File: src/rtl/bcd_score_accumulator_pkg.sv
// Shared types and constants for the BCD score accumulator.
// FSM state encoding, BCD digit width and the largest legal digit value.
package bcd_score_accumulator_pkg;

  localparam int DW = 4;
  localparam logic [DW-1:0] BCD_MAX = 4'd9;

  typedef enum logic [1:0] {
    S_IDLE,
    S_ADD,
    S_CMP
  } state_t;

endpackage

File: src/rtl/bcd_score_accumulator_digit_add.sv
// One-digit BCD adder; clamps b to 9 and applies the +6 decimal correction.
// Ports: a, b digits, cin carry in; s sum digit, cout carry out.
module bcd_digit_add
  import bcd_score_accumulator_pkg::*;
(
  input  logic [DW-1:0] a,
  input  logic [DW-1:0] b,
  input  logic          cin,
  output logic [DW-1:0] s,
  output logic          cout
);

  logic [DW-1:0] bc;
  logic [DW:0]   raw;

  always_comb begin
    bc   = (b > BCD_MAX) ? BCD_MAX : b;
    raw  = {1'b0, a} + {1'b0, bc}
         + {{DW{1'b0}}, cin};
    cout = raw > {1'b0, BCD_MAX};
    // raw + 6 mod 16 is raw - 10 for raw in 10..19
    s    = cout ? raw[DW-1:0] + DW'(6)
                : raw[DW-1:0];
  end

endmodule

File: src/rtl/bcd_score_accumulator.sv
// Serial BCD score accumulator with high score, wrap/saturate overflow.
// Ports: CLK, RST (sync low), clr, add_valid/add_ready/add_val, score, hiscore, overflow, new_hi.
module bcd_score_accumulator
  import bcd_score_accumulator_pkg::*;
#(
  parameter int DIGITS     = 4,
  parameter int ADD_DIGITS = 2,
  parameter bit WRAP       = 1'b1
) (
  input  logic                     CLK,
  input  logic                     RST,
  input  logic                     clr,
  input  logic                     add_valid,
  output logic                     add_ready,
  input  logic [ADD_DIGITS*DW-1:0] add_val,
  output logic [DIGITS*DW-1:0]     score,
  output logic [DIGITS*DW-1:0]     hiscore,
  output logic                     overflow,
  output logic                     new_hi
);

  localparam int W  = DIGITS * DW;
  localparam int IW = $clog2(DIGITS);
  localparam logic [IW-1:0] LAST = IW'(DIGITS - 1);

  state_t state, state_n;

  logic [W-1:0]  work;
  logic [W-1:0]  inc;
  logic [IW-1:0] idx;
  logic          carry;
  logic          ovf_pend;

  logic [DW-1:0] a_dig;
  logic [DW-1:0] b_dig;
  logic [DW-1:0] s_dig;
  logic          c_out;

  logic [W-1:0]  all9;
  logic [W-1:0]  result;

  assign add_ready = (state == S_IDLE);
  assign all9      = {DIGITS{BCD_MAX}};
  assign result    = (ovf_pend && !WRAP)
                   ? all9 : work;

  always_comb begin
    a_dig = '0;
    b_dig = '0;
    for (int k = 0; k < DIGITS; k++) begin
      if (idx == IW'(k)) begin
        a_dig = work[k*DW +: DW];
        b_dig = inc[k*DW +: DW];
      end
    end
  end

  bcd_digit_add u_dig (
    .a    (a_dig),
    .b    (b_dig),
    .cin  (carry),
    .s    (s_dig),
    .cout (c_out)
  );

  always_ff @(posedge CLK) begin
    if (!RST) state <= S_IDLE;
    else      state <= state_n;
  end

  always_comb begin
    state_n = state;
    if (clr) begin
      state_n = S_IDLE;
    end else begin
      unique case (state)
        S_IDLE:
          if (add_valid) state_n = S_ADD;
        S_ADD:
          if (idx == LAST) state_n = S_CMP;
        S_CMP:
          state_n = S_IDLE;
        default:
          state_n = S_IDLE;
      endcase
    end
  end

  always_ff @(posedge CLK) begin
    if (!RST) begin
      score    <= '0;
      hiscore  <= '0;
      overflow <= 1'b0;
      new_hi   <= 1'b0;
      work     <= '0;
      inc      <= '0;
      idx      <= '0;
      carry    <= 1'b0;
      ovf_pend <= 1'b0;
    end else begin
      new_hi <= 1'b0;
      if (clr) begin
        score    <= '0;
        overflow <= 1'b0;
        work     <= '0;
        inc      <= '0;
        idx      <= '0;
        carry    <= 1'b0;
        ovf_pend <= 1'b0;
      end else begin
        unique case (state)
          S_IDLE: begin
            if (add_valid) begin
              inc      <= W'(add_val);
              work     <= score;
              idx      <= '0;
              carry    <= 1'b0;
              ovf_pend <= 1'b0;
            end
          end
          S_ADD: begin
            for (int k = 0; k < DIGITS; k++) begin
              if (idx == IW'(k))
                work[k*DW +: DW] <= s_dig;
            end
            carry <= c_out;
            idx   <= idx + 1'b1;
            if (idx == LAST) begin
              ovf_pend <= c_out;
              idx      <= '0;
            end
          end
          S_CMP: begin
            score <= result;
            if (ovf_pend) overflow <= 1'b1;
            // valid BCD orders the same as its binary image
            if (result > hiscore) begin
              hiscore <= result;
              new_hi  <= 1'b1;
            end
          end
          default: ;
        endcase
      end
    end
  end

endmodule

File: config.mk
export PLATFORM = sky130hd
export DESIGN_NAME = bcd_score_accumulator
export DESIGN_NICKNAME = d
export VERILOG_FILES = /design/src/rtl/bcd_score_accumulator_pkg.sv /design/src/rtl/bcd_score_accumulator_digit_add.sv /design/src/rtl/bcd_score_accumulator.sv
export SDC_FILE = /design/constraint.sdc
export NUM_CORES = 1
export LEC_CHECK = 0
export ABC_AREA = 1
export CORE_MARGIN = 2
export CORE_UTILIZATION = 25
export CTS_CLUSTER_DIAMETER = 150
export DETAILED_ROUTE_END_ITERATION = 16
export GPL_TIMING_DRIVEN = 0
export PLACE_DENSITY_LB_ADDON = 0.1
export SETUP_SLACK_MARGIN = 0.3
export SYNTH_ARGS = -nofsm -noshare
export SYNTH_HDL_FRONTEND = slang
export SYNTH_SLANG_ARGS = --single-unit
File: constraint.sdc
create_clock -name CLK -period 4.95 [get_ports CLK]
set_clock_uncertainty 0.1 [all_clocks]
set_input_delay 0.7425 -clock CLK [delete_from_list [all_inputs] [get_ports CLK]]
set_output_delay 0.7425 -clock CLK [all_outputs]
set_load 0.02 [all_outputs]
==> reports/qor.yml <==
cts_tree: "yes"
r2r_start: "idx[1]"
hp-start: "overflow"
synth.net_count: 512
mostFrequentLayoutCells: "71 x a21oi_1, 65 x nand2_1, 64 x dfxtp_1"
status: "finished, final reports clean"
maxCapViolCount: 0
detail-route-antenna-nets: 0
post-dp-hpwl_um: 8120
p_per_area_nw_per_um2: 296
drive_gt1_frac: 0.0732
die_area_um2: 14600
crit_fanout: 10
route.detailed.drc: 0
grt_pass1_wl_um: 17100
rr_endpoint: "result[14]"
cts.sinks: 64
rows: 42
pin_count: 47
critical_path_required_ns: 5.06
holdCritPathClass: "register to register"
synth.area.top_cells: "dfxtp_1 38%, a21oi_1 10%, ha_1 8.8%"
synthCells: 474
seq_area_um2: 1280
r2r_setup_slack_ns: 0.99
h-tree-depth: 3
diodes: 0
path_class: "register to register"
synth_edf_count: 0
numCtsBuffers: 9
synth-seq-cells: 64
leakage_nw: 1.74
fin_crit_ns: 3.96
whs_endpoint: "overflow"
root_buffer: "clkbuf_16"
drt-initial-drc-count: 106
cts_buffer_depth: 2
synthesis.area_um2: 3410
worst_setup_path_start_kind: "register"
netlist.area_leader.share: 0.376
tightestPinTransition_ns: 0.584
post_drt_via_cell_ratio: 4.50
track_usage: 0.155
layout_commonest_cell: "a21oi_1"
end_kind: "register"
gp_congestion: 0.849
setup-tns-final_ns: 0
fmax_mhz: 253
synth_ff_type: "dfxtp_1"
die_h_um: 121
fin_crit_sh: 0.799
whs_ns: 0.356
worst_ep_arrival_time_ns: 4.07
cts-resized-gates: 0
seq_area_frac_synth: 0.376
grt_max_degree: 11
yosysWarningCount: 0
final-hold-violation-count: 0
initial_utilization: 0.256
syn_avg_cell_area_um2: 7.19
die_x_um: 121
slew_headroom: 0.607
ctsHoldBuffers: 0
clk_pin_slew_worst_paths_ns: 0.06
post_drt_wl_per_cell_um: 14.7
nNetsFinal: 568
slew_viol_final: 0
dr.pass1.iters: 6
core_um2: 13300
drt_wl_total_um: 10400
clk_latency_ns: 0.34
synth.distinct_cells: 28
synth_top_area_cell: "dfxtp_1"
ff2ff_path_depth: 20
multi_input_area_um2: 1770
async_flop_share: 0
grt_pass1_vias: 3157
antenna_found_initial: 0
io_buffers: 45
post-cts-setup-buffer-count: 0
final-setup-viol-count: 0
area_growth_pct: 27.2
num_vias: 3189
hold_depth: 2
ir_drop_mv: 0.129
overflow: 0
grt_setup_unrepaired: "no"
fillers: 1471
[kinds of logic after synthesis]
logic type,count (synthesis),share of synthesized area
buffers and inverters,86,0.106
AND/OR/NAND/NOR,153,0.192
AO/OA/AOI/OAI,145,0.226
adder cells (fa/ha/maj),26,0.0998
flip-flops,64,0.376
[sequential cells by signal (all words and copies together), names as in the netlist, 2 cells and up]
| signal | count |
|---|---|
| hiscore | 16 |
| result | 16 |
| score | 16 |
| inc | 8 |
| idx | 2 |
| state | 2 |
[metrics by stage]
stage	util	instances	worst slack, ns	area, µm²	total power (W)
floorplan	-	474	1.65	3410	0.000669
global placement	0.307	695	1.06	4080	0.000720
detailed placement	0.307	695	0.968	4080	0.000722
CTS	0.326	709	0.956	4340	0.00130
global route	0.326	709	0.599	4340	0.00135
finish	0.326	709	0.993	4340	0.00128
[layout make-up]
cell class                 instances  share of cell area
clock buffer                      13              0.0577
clock inverter                     1             0.00115
timing repair buffer              45               0.104
buffer                            20              0.0266
inverter                          66              0.0571
sequential                        64               0.296
multi-input combinational        324               0.407
tap                              176              0.0508
[where the power goes]
| group | switching [W] | internal [W] |
|---|---|---|
| clock network | 0.000228 | 0.000346 |
| registers | 0.00000809 | 0.000525 |
| logic | 0.000112 | 0.0000637 |
| total | 0.000348 | 0.000935 |
[worst max-delay path, stage by stage, from the launching register on]
cell and delay [ns]:
dfxtp_1 0.37, inv_1 0.08, ha_1 0.27, inv_2 0.10
clkbuf_1 0.33, a21oi_1 0.16, o21ai_1 0.15, o21ai_0 0.14
fa_1 0.44, fa_1 0.41, nand2_1 0.10, nand2_1 0.11
ha_1 0.22, inv_1 0.08, nor2_1 0.04, a21oi_1 0.11
nand2_1 0.10, nand2_1 0.13, nand2_1 0.07, nand3_1 0.21
a21oi_1 0.10
[routing by layer]
metal	part of all wire	wire, µm	up-vias	global-route usage
met5	0	0	-	0
met1	0.48	5060	1433	0.196
met2	0.46	4850	52	0.255
met3	0.030	315	15	0.0288
met4	0.020	208	0	0.0676
li1	-	-	1689	-
[cells in the mapped netlist (2+ instances only)]
| cell | n |
|---|---|
| nand2_1 | 65 |
| o21ai_0 | 54 |
| buf_6 | 4 |
| nor2_4 | 2 |
| nor2_2 | 2 |
| nand2_2 | 3 |
| a21oi_2 | 4 |
| a31oi_1 | 5 |
| nor2_1 | 49 |
| o21ai_2 | 2 |
| inv_2 | 3 |
| o21ai_1 | 3 |
| ha_1 | 24 |
| buf_1 | 3 |
| o221ai_1 | 3 |
| buf_2 | 5 |
| a21oi_1 | 71 |
| clkbuf_1 | 7 |
| fa_1 | 2 |
| nand3_2 | 2 |
| inv_1 | 63 |
| nand3_1 | 29 |
| dfxtp_1 | 64 |
[worst max-delay path by stage]
stage / from / endpoint / slack, ns
after global placement: idx[1] / result[5] / 1.06
after floorplan: idx[1] / result[11] / 1.65
final: idx[1] / result[14] / 0.99
after detailed placement: idx[1] / result[2] / 0.97
after global routing: idx[1] / result[2] / 0.60
after CTS: idx[1] / result[2] / 0.96
No activity file was read; power rests on OpenSTA's default activity.
